<file path="config.mk">
export PLATFORM = sky130hd
export DESIGN_NAME = xif_alu_coproc_flat
export DESIGN_NICKNAME = d
export VERILOG_FILES = /design/src/rtl/xif_alu_coproc_if.sv /design/src/rtl/xif_alu_coproc.sv /design/src/flat_wrapper.sv
export SDC_FILE = /design/constraint.sdc
export NUM_CORES = 1
export LEC_CHECK = 0
export ABC_AREA = 1
export BUFFER_PORTS_ARGS = -buffer_cell sky130_fd_sc_hd__buf_4
export CAP_MARGIN = 30
export CORE_MARGIN = 2
export CORE_UTILIZATION = 40
export CTS_CLUSTER_SIZE = 10
export DETAILED_ROUTE_END_ITERATION = 10
export GPL_ROUTABILITY_DRIVEN = 0
export PLACE_DENSITY = 0.55
export SYNTH_ARGS = -nofsm -noshare
export SYNTH_HDL_FRONTEND = slang
export SYNTH_SLANG_ARGS = --single-unit
</file>
<file path="constraint.sdc">
create_clock -name clk_i -period 2.8 [get_ports clk_i]
set_input_delay 0.56 -clock clk_i [delete_from_list [all_inputs] [get_ports clk_i]]
set_output_delay 0.56 -clock clk_i [all_outputs]
set_load 0.005 [all_outputs]
</file>
<file path="src/rtl/xif_alu_coproc_if.sv">
// eXtension-interface bundle between core and ALU coprocessor:
// issue, commit and result channels.
interface xif_alu_coproc_if #(
  parameter int X_ID_WIDTH = 4,
  parameter int XLEN       = 32
);
  logic                  issue_valid;
  logic                  issue_ready;
  logic [31:0]           issue_req_instr;
  logic [X_ID_WIDTH-1:0] issue_req_id;
  logic [2*XLEN-1:0]     issue_req_rs;
  logic [1:0]            issue_req_rs_valid;
  logic                  issue_resp_accept;
  logic                  issue_resp_writeback;
  logic                  commit_valid;
  logic [X_ID_WIDTH-1:0] commit_id;
  logic                  commit_kill;
  logic                  result_valid;
  logic                  result_ready;
  logic [X_ID_WIDTH-1:0] result_id;
  logic [XLEN-1:0]       result_data;
  logic [4:0]            result_rd;
  logic                  result_we;

  modport master (
    output issue_valid, issue_req_instr,
    output issue_req_id, issue_req_rs,
    output issue_req_rs_valid,
    input  issue_ready, issue_resp_accept,
    input  issue_resp_writeback,
    output commit_valid, commit_id, commit_kill,
    input  result_valid, result_id,
    input  result_data, result_rd, result_we,
    output result_ready
  );

  modport slave (
    input  issue_valid, issue_req_instr,
    input  issue_req_id, issue_req_rs,
    input  issue_req_rs_valid,
    output issue_ready, issue_resp_accept,
    output issue_resp_writeback,
    input  commit_valid, commit_id, commit_kill,
    output result_valid, result_id,
    output result_data, result_rd, result_we,
    input  result_ready
  );
endinterface

</file>
<file path="src/rtl/xif_alu_coproc.sv">
// Pipelined CV-X-IF ALU coprocessor with an in-order speculative table.
// XIF_COPROC_POPCNT_EN adds the POPCNT op (funct3 100).
module xif_alu_coproc #(
  parameter int         X_ID_WIDTH = 4,
  parameter int         XLEN       = 32,
  parameter int         DEPTH      = 4,
  parameter logic [6:0] OPCODE     = 7'h0B,
  parameter logic [31:0] MAGIC     = 32'hDEADBEEF
) (
  input  logic            clk_i,
  input  logic            rst_ni,
  xif_alu_coproc_if.slave xif,
  output logic            busy_o
);
  localparam int PW = $clog2(DEPTH);
  localparam int SW = $clog2(XLEN);

  logic [X_ID_WIDTH-1:0] r_id   [DEPTH];
  logic [4:0]            r_rd   [DEPTH];
  logic [XLEN-1:0]       r_data [DEPTH];
  logic [DEPTH-1:0]      r_cmt;
  logic [DEPTH-1:0]      r_kil;
  logic [PW-1:0]         r_head;
  logic [PW-1:0]         r_tail;
  logic [PW:0]           r_cnt;

  logic [XLEN-1:0] w_rs1;
  logic [XLEN-1:0] w_rs2;
  logic [XLEN-1:0] w_res;
  logic [2:0]      w_f3;
  logic            w_ok;
  logic            w_push;
  logic            w_pop;
  logic            w_empty;
  logic            w_rv;
  logic            w_hit;
  logic            w_new_hit;
  logic [PW-1:0]   w_sel;
  logic            w_unused;

  assign w_rs1    = xif.issue_req_rs[XLEN-1:0];
  assign w_rs2    = xif.issue_req_rs[2*XLEN-1:XLEN];
  assign w_f3     = xif.issue_req_instr[14:12];
  assign w_unused = ^xif.issue_req_instr[31:15];

  always_comb begin
    w_ok  = 1'b0;
    w_res = '0;
    if (xif.issue_req_instr[6:0] == OPCODE) begin
      unique case (1'b1)
        (w_f3 == 3'b000): begin
          w_ok  = 1'b1;
          w_res = w_rs1 + w_rs2;
        end
        (w_f3 == 3'b001): begin
          w_ok  = 1'b1;
          w_res = w_rs1 ^ w_rs2;
        end
        (w_f3 == 3'b010): begin
          w_ok  = 1'b1;
          w_res = w_rs1 << w_rs2[SW-1:0];
        end
        (w_f3 == 3'b011): begin
          w_ok  = 1'b1;
          w_res = XLEN'(MAGIC);
        end
`ifdef XIF_COPROC_POPCNT_EN
        (w_f3 == 3'b100): begin
          w_ok  = 1'b1;
          w_res = XLEN'($countones(w_rs1));
        end
`endif
        default: ;
      endcase
    end
  end

  // full table blocks issue even when the head pops this cycle
  assign xif.issue_ready = (r_cnt != (PW+1)'(DEPTH))
                         && (&xif.issue_req_rs_valid);
  assign w_push = xif.issue_valid && xif.issue_ready && w_ok;
  assign xif.issue_resp_accept    = w_push;
  assign xif.issue_resp_writeback = w_push;

  assign w_empty = (r_cnt == '0);
  assign w_rv    = !w_empty && r_cmt[r_head] && !r_kil[r_head];
  assign w_pop   = !w_empty
                 && (r_kil[r_head] || (w_rv && xif.result_ready));

  assign xif.result_valid = w_rv;
  assign xif.result_we    = w_rv;
  assign xif.result_id    = w_rv ? r_id[r_head]   : '0;
  assign xif.result_data  = w_rv ? r_data[r_head] : '0;
  assign xif.result_rd    = w_rv ? r_rd[r_head]   : '0;
  assign busy_o           = !w_empty;

  // oldest pending match wins; the entry pushed now is youngest
  always_comb begin
    logic [PW-1:0] idx;
    idx   = '0;
    w_hit = 1'b0;
    w_sel = '0;
    for (int k = 0; k < DEPTH; k++) begin
      idx = r_head + PW'(k);
      if (!w_hit && xif.commit_valid
          && ((PW+1)'(k) < r_cnt)
          && (r_id[idx] == xif.commit_id)
          && !r_cmt[idx] && !r_kil[idx]) begin
        w_hit = 1'b1;
        w_sel = idx;
      end
    end
    w_new_hit = xif.commit_valid && !w_hit && w_push
              && (xif.issue_req_id == xif.commit_id);
  end

  always_ff @(posedge clk_i or negedge rst_ni) begin
    if (!rst_ni) begin
      r_head <= '0;
      r_tail <= '0;
      r_cnt  <= '0;
      r_cmt  <= '0;
      r_kil  <= '0;
      for (int i = 0; i < DEPTH; i++) begin
        r_id[i]   <= '0;
        r_rd[i]   <= '0;
        r_data[i] <= '0;
      end
    end else begin
      if (w_push) begin
        r_id[r_tail]   <= xif.issue_req_id;
        r_rd[r_tail]   <= xif.issue_req_instr[11:7];
        r_data[r_tail] <= w_res;
        r_cmt[r_tail]  <= w_new_hit && !xif.commit_kill;
        r_kil[r_tail]  <= w_new_hit && xif.commit_kill;
        r_tail         <= r_tail + PW'(1);
      end
      if (w_hit) begin
        if (xif.commit_kill) r_kil[w_sel] <= 1'b1;
        else                 r_cmt[w_sel] <= 1'b1;
      end
      if (w_pop) r_head <= r_head + PW'(1);
      unique case ({w_push, w_pop})
        2'b10:   r_cnt <= r_cnt + (PW+1)'(1);
        2'b01:   r_cnt <= r_cnt - (PW+1)'(1);
        default: ;
      endcase
    end
  end
endmodule

</file>
<file path="src/flat_wrapper.sv">
// flat-port wrapper written by rule: the top's interface ports become plain ports
module xif_alu_coproc_flat 
#(
  parameter int         X_ID_WIDTH = 4,
  parameter int         XLEN       = 32,
  parameter int         DEPTH      = 4,
  parameter logic [6:0] OPCODE     = 7'h0B,
  parameter logic [31:0] MAGIC     = 32'hDEADBEEF
)
  (clk_i, rst_ni, busy_o, xif_issue_valid, xif_issue_req_instr, xif_issue_req_id, xif_issue_req_rs, xif_issue_req_rs_valid, xif_issue_ready, xif_issue_resp_accept, xif_issue_resp_writeback, xif_commit_valid, xif_commit_id, xif_commit_kill, xif_result_valid, xif_result_id, xif_result_data, xif_result_rd, xif_result_we, xif_result_ready);
  xif_alu_coproc_if #(.X_ID_WIDTH(X_ID_WIDTH), .XLEN(XLEN)) xif_i ();
  input  logic clk_i;
  input  logic rst_ni;
  output logic busy_o;
  input wire logic [$bits(xif_i.issue_valid)-1:0] xif_issue_valid;
  input wire logic [$bits(xif_i.issue_req_instr)-1:0] xif_issue_req_instr;
  input wire logic [$bits(xif_i.issue_req_id)-1:0] xif_issue_req_id;
  input wire logic [$bits(xif_i.issue_req_rs)-1:0] xif_issue_req_rs;
  input wire logic [$bits(xif_i.issue_req_rs_valid)-1:0] xif_issue_req_rs_valid;
  output wire logic [$bits(xif_i.issue_ready)-1:0] xif_issue_ready;
  output wire logic [$bits(xif_i.issue_resp_accept)-1:0] xif_issue_resp_accept;
  output wire logic [$bits(xif_i.issue_resp_writeback)-1:0] xif_issue_resp_writeback;
  input wire logic [$bits(xif_i.commit_valid)-1:0] xif_commit_valid;
  input wire logic [$bits(xif_i.commit_id)-1:0] xif_commit_id;
  input wire logic [$bits(xif_i.commit_kill)-1:0] xif_commit_kill;
  output wire logic [$bits(xif_i.result_valid)-1:0] xif_result_valid;
  output wire logic [$bits(xif_i.result_id)-1:0] xif_result_id;
  output wire logic [$bits(xif_i.result_data)-1:0] xif_result_data;
  output wire logic [$bits(xif_i.result_rd)-1:0] xif_result_rd;
  output wire logic [$bits(xif_i.result_we)-1:0] xif_result_we;
  input wire logic [$bits(xif_i.result_ready)-1:0] xif_result_ready;
  assign xif_i.issue_valid = xif_issue_valid;
  assign xif_i.issue_req_instr = xif_issue_req_instr;
  assign xif_i.issue_req_id = xif_issue_req_id;
  assign xif_i.issue_req_rs = xif_issue_req_rs;
  assign xif_i.issue_req_rs_valid = xif_issue_req_rs_valid;
  assign xif_issue_ready = xif_i.issue_ready;
  assign xif_issue_resp_accept = xif_i.issue_resp_accept;
  assign xif_issue_resp_writeback = xif_i.issue_resp_writeback;
  assign xif_i.commit_valid = xif_commit_valid;
  assign xif_i.commit_id = xif_commit_id;
  assign xif_i.commit_kill = xif_commit_kill;
  assign xif_result_valid = xif_i.result_valid;
  assign xif_result_id = xif_i.result_id;
  assign xif_result_data = xif_i.result_data;
  assign xif_result_rd = xif_i.result_rd;
  assign xif_result_we = xif_i.result_we;
  assign xif_i.result_ready = xif_result_ready;
  xif_alu_coproc #(.X_ID_WIDTH(X_ID_WIDTH), .XLEN(XLEN), .DEPTH(DEPTH), .OPCODE(OPCODE), .MAGIC(MAGIC)) u_core (.clk_i(clk_i), .rst_ni(rst_ni), .xif(xif_i), .busy_o(busy_o));
endmodule
</file>
Yosys cells after proc, flatten, opt, wreduce, memory -nomap -nowiden
Cells that the tools add are included.
Operators by class
  muxes and demuxes: 71
  shift operators: 1
  $lt $le $gt $ge: 18
  bitwise gates (word level): 8
  equality and inequality tests: 12
  add/sub/neg operators: 7
  reductions and logical operators: 54
Operators by type and width (count)
  $mux W32: 5
  $bwmux W128: 1
  $pmux W32 S4: 1
  $bmux W32 S2: 1
  $demux W32 S2: 1
  $mux W4: 16
  $logic_and A1 B1 Y1: 34
  $add A32 B32 Y32: 1
  $bmux W4 S2: 4
  $shl A32 B5 Y32: 1
  $xor A32 B32 Y32: 1
  $bwmux W20: 1
  $eq A4 B4 Y1: 5
  $mux W5: 4
  $lt A2 B3 Y1 const B: 6
  $bmux W1 S2: 8
  $bwmux W16: 1
  $mux W1: 16
  $ge A3 B3 Y1 const B: 5
  $not A2 Y3: 5
  $logic_not A1 Y1: 14
  $bmux W5 S2: 1
  $demux W5 S2: 1
  $bwmux W4: 2
  other kinds (24): 36
Word-level totals
  register bits after elaboration: 179
  word-level logic and storage cells: 188

Logic depth before layout (Yosys ltp)
  word-level depth: 40
  depth in mapped cells: 18

Least setup slack after synthesis
OpenSTA, ideal clock, no wires.
  kind: input -> register
  start point: in xif_issue_req_rs[0]
  end point: reg u_core.r_data[56] (netlist name)
  path slack: 467 ps
  arrival time: 2216 ps
  stages on the path: 12
  buffers on the path: 0
  data required time: 2683 ps
  cells stage by stage: ha_1 -> fa_1 -> nand2_1 -> a31oi_1 -> nand2_1 -> nand2_1 -> nand3_1 -> nand3_1 -> o21ai_0 -> nand3_1 -> o21ai_1 -> inv_1
On the way
  word-level cells in the longest chain between the ends: 4
  elaborated cells between the ends (all ways): 5
Ends and longest elaborated chain
  from (decl): RTL line flat_wrapper.sv:18  | input wire logic [$bits(xif_i.issue_req_rs)-1:0] xif_issue_req_rs;
  $add A32 B32 Y32 / $shl A32 B5 Y32 (equally long branches): RTL line xif_alu_coproc.sv:53, xif_alu_coproc.sv:61
  $pmux W32 S4 (*): RTL line xif_alu_coproc.sv:50  | unique case (1'b1)
  $mux W32 (*): RTL line xif_alu_coproc.sv:49  | if (xif.issue_req_instr[6:0] == OPCODE) begin
  $bwmux W128 (*): RTL line xif_alu_coproc.sv:133  | r_data[r_tail] <= w_res;
  to (signal, indexed assignment): RTL line xif_alu_coproc.sv:133
  to (decl): RTL line xif_alu_coproc.sv:20  | logic [XLEN-1:0] r_data [DEPTH];
Every way passes the cells marked *; elsewhere a longest branch is shown, timed or not.
A chain may end at the register's enable or synchronous reset.

Worst setup path after layout
  start point: reg u_core.r_head[0]
  end point: out xif_result_data[30]
On the way
  word-level cells in the longest chain between the ends: 5
  elaborated cells between the ends (all ways): 12
Ends and longest elaborated chain
  from (decl): RTL line xif_alu_coproc.sv:23  | logic [PW-1:0] r_head;
  from (signal assigned): RTL line xif_alu_coproc.sv:142  | if (w_pop) r_head <= r_head + PW'(1);
  $not A2 Y3 (implied by the code) / $bmux W1 S2 (equally long branches): RTL line xif_alu_coproc.sv:93, xif_alu_coproc.sv:86
  $bmux W32 S2 / $mux W1 (equally long branches): RTL line xif_alu_coproc.sv:93, xif_alu_coproc.sv:86
  $mux W32 (implied by the code), or another cell as far along: RTL line xif_alu_coproc.sv:93  | assign xif.result_data = w_rv ? r_data[r_head] : '0;
  $mux W32 (implied by the code) / $logic_and A1 B1 Y1 (equally long branches): RTL line xif_alu_coproc.sv:93, xif_alu_coproc.sv:86
  $mux W32 (*): RTL line xif_alu_coproc.sv:93
  to (decl): RTL line flat_wrapper.sv:28  | output wire logic [$bits(xif_i.result_data)-1:0] xif_result_data;
Every way passes the cells marked *; elsewhere a longest branch is shown, timed or not. The select of a mux whose other input is x is not followed.

==> flow_metrics.py <==
metrics = {
    "clock_tree": {
        "root_buffer": "clkbuf_16",
        "insertion_delay_ns": 0.45,
        "clock-sinks": 179,
        "numCtsBuffers": 17,
        "cts_tree": "done",
        "h-tree-depth": 4,
        "clk_path_buf_depth": 2,
        "clkTransAtPathRegs_ns": 0.09,
    },
    "route": {
        "vias": 14500,
        "ant_nets": 0,
        "drt_iter0_markers": 1502,
        "wire_per_inst_um": 17.6,
        "routed_wl_um": 47700,
        "routed_via_density": 5.34,
        "firstDrtPassIters": 6,
        "drc": 0,
    },
    "final_layout": {
        "mostFrequentLayoutCells": "nand2_1 (759), buf_4 (237), nand3_1 (227)",
        "fin_nets": 2399,
        "layout_commonest_cell": "nand2_1",
        "syn_to_final_growth_pct": 21.6,
        "multi_input_area_sq_um": 8170,
        "layout-drive-gt1-share_pct": 17.3,
        "nFillCells": 3482,
        "stdcell_area_sq_um": 16600,
        "seqCellArea_sq_um": 4480,
        "diodes": 0,
        "final_cells": 2706,
    },
    "yosys": {
        "yosysTopAreaCell": "dfrtp_1",
        "syn_area_sq_um": 13700,
        "ys_ff_latch": 179,
        "synth_adder_area_share_pct": 3.90,
        "ys_seq_area_share_pct": 32.8,
        "synth_ff_type": "dfrtp_1",
        "syn_nets": 2228,
        "synthDistinctLibCells": 57,
        "synth_compound_area_share_pct": 15.3,
        "synth_top_family_by_area": "simple AND/OR/NAND/NOR gates",
        "syn_inst": 2074,
        "synth-edff-count": 0,
        "async_flop_share_pct": 100,
        "ys.warnings.count": 0,
        "yosys.area_share.simple_pct": 38.0,
        "synth_mux_area_share_pct": 0.659,
        "synth_top_area_share_pct": 32.8,
        "syn_area_per_cell_sq_um": 6.59,
        "synth_xor_area_share_pct": 0.769,
        "synth_top_cells_by_area": "dfrtp_1 (33%), nand2_1 (21%), nand3_1 (8.4%), o21ai_0 (5.6%), inv_1 (4.4%)",
    },
    "timing": {
        "worst_clock_skew_ns": 0.0243,
        "setup-tns-final_ns": -0.000188,
        "rsz0062_at_grt": "true",
        "holdWs_ns": 0.115,
        "final.setup.worst_slack_ns": -0.000163,
        "drv_slew": 0,
        "worst_slew_pin_slew_ns": 0.635,
        "final_hold_viol_count": 0,
        "max_freq_mhz": 357,
        "max-slew-margin-rel_pct": 57.7,
        "period_minus_slack_ns": 2.80,
        "setup_viol": 2,
        "post-route-period-util_pct": 100,
    },
    "place": {
        "port_buffers": 141,
        "hpwlAfterDp_um": 34900,
        "place_inst": 2672,
        "dpl_cell_area_sq_um": 15800,
    },
    "die": {
        "core_sq_um": 33600,
        "rows": 67,
        "initial_core_util_pct": 40.6,
        "fp.dieH_um": 189,
        "dieArea_sq_um": 35600,
        "die_w_um": 189,
        "ios": 159,
    },
    "power_and_ir_drop": {
        "intPower_mw": 5.33,
        "swShare_pct": 42.7,
        "p_switching_mw": 3.97,
        "combPwrFrac_pct": 44.3,
        "seqPwrFrac_pct": 29.1,
        "p_leak_nw": 8.65,
        "clock_power_share_pct": 26.7,
        "ir_worst_vdd_v": 0.000645,
        "p_total_mw": 9.31,
        "powerDensity_nw_per_um2": 560,
    },
    "critical_path": {
        "cp_max_fo": 25,
        "required_ns": 2.24,
        "critPathKind": "reg -> out",
        "rrSetupSlack_ns": 0.44,
        "crit-reg2reg-launch": "u_core.r_head[0]",
        "critPathLaunch": "u_core.r_head[0]",
        "critPathCaptureType": "output port",
        "critical_path_arrival_ns": 2.24,
        "start_kind": "flip-flop",
    },
    "global_route": {
        "grt_first_pass_wirelength_um": 76200,
        "antenna_found_initial": 0,
        "grt_max_degree": 64,
        "grt_overflow_total": 0,
        "grt_usage_pct": 27.2,
        "grt_pass1_vias": 13700,
    },
    "outcome": {
        "status": "finished, violations left",
        "violations": "negative setup slack",
    },
    "run": {
        "drv_cap": 0,
    },
    "min_path": {
        "hold_class": "in -> async",
    },
}
[synth_stat cells, drive strengths merged (2+ instances only)]
| cell type | n |
|---|---|
| nor3 | 14 |
| a21oi | 69 |
| clkinv | 4 |
| inv | 171 |
| buf | 48 |
| o211ai | 12 |
| and2 | 4 |
| a221oi | 3 |
| nand3b | 4 |
| nand3 | 242 |
| nor4 | 2 |
| xor2 | 7 |
| o21ai | 165 |
| a31oi | 39 |
| xnor2 | 5 |
| nor2 | 103 |
| a21o | 7 |
| clkbuf | 58 |
| mux2i | 9 |
| dfrtp | 179 |
| a22oi | 38 |
| a21boi | 3 |
| or2 | 17 |
| nand2 | 776 |
| ha | 41 |
| and3 | 2 |
| o21a | 9 |
| o221ai | 2 |
| o21bai | 9 |
| nand4 | 28 |
[layer usage]
metal,up-vias,part of all wire [%],global-route usage [%]
li1,7177,-,-
met1,6783,46,37.4
met5,-,0,0
met4,0,2.4,7.90
met2,430,47,45.2
met3,63,4.7,2.85
[worst max-delay path: stages (launching register included)]
cell,delay (ns)
dfrtp_2,0.47
inv_4,0.11
nand2_1,0.07
nand3_2,0.08
nand2_2,0.07
nor3_2,0.14
buf_4,0.16
inv_4,0.04
buf_12,0.17
buf_12,0.17
a31oi_1,0.15
buf_4,0.13
[state kept, by name, summed over array words and instances, names as in the netlist]
signal / count
u_core.r_cnt: 3
u_core.r_data: 128
u_core.r_rd: 20
u_core.r_tail: 2
u_core.r_id: 16
u_core.r_head: 2
u_core.r_kil: 4
u_core.r_cmt: 4
[area by class of cell]
class	instances	share of cell area, %
Sequential cell	179	27.0
Inverter	175	4.00
Multi-Input combinational cell	1614	49.2
Clock inverter	15	1.01
Tap cell	448	3.37
Clock buffer	17	2.56
Timing Repair Buffer	258	12.9
[worst paths after layout]
kind	to	cells past startpoint
max	xif_result_data[30]	11
min	u_core.r_rd[5]	1
max reg2reg	u_core.r_kil[0]	16
min reg2reg	u_core.r_data[31]	2
max in group asynchronous	u_core.r_data[52]	2
min in group clk_i	u_core.r_rd[5]	3
[cells by family (layout without fill, tap and decap cells)]
kind of cell | count (synthesis) | count (layout)
AO/OA/AOI/OAI | 359 | 359
multiplexers | 9 | 9
adder cells (fa/ha/maj) | 42 | 42
flip-flops | 179 | 179
AND/OR/NAND/NOR | 1192 | 1192
XOR/XNOR | 12 | 12
buffers and inverters | 281 | 465
[power groups by stage]
stage	sequential [mW]	clock, mW	combinational, mW
after global routing	2.71	2.65	4.50
after detailed placement	2.75	0	3.93
after floorplan	2.73	0	2.47
final	2.70	2.48	4.12
after CTS	2.70	2.55	4.02
after global placement	2.74	0	3.90
[what timing repair did]
action | 4_1_cts | 5_1_grt
buffers inserted | 2 | 0
pin swaps | 0 | 1
hold buffers | 0 | 0
setup endpoints to repair | 37 | 37
gates resized for setup | 13 | 26
[per-stage QoR]
step	setup WS, ns	utilization (%)
finish	-0.000163	49.4
global route	-0.127	49.4
CTS	-0.103	49.0
detailed placement	-0.163	47.0
global placement	-0.136	47.0
floorplan	0.467	-
(Power assumes the default switching activity.)
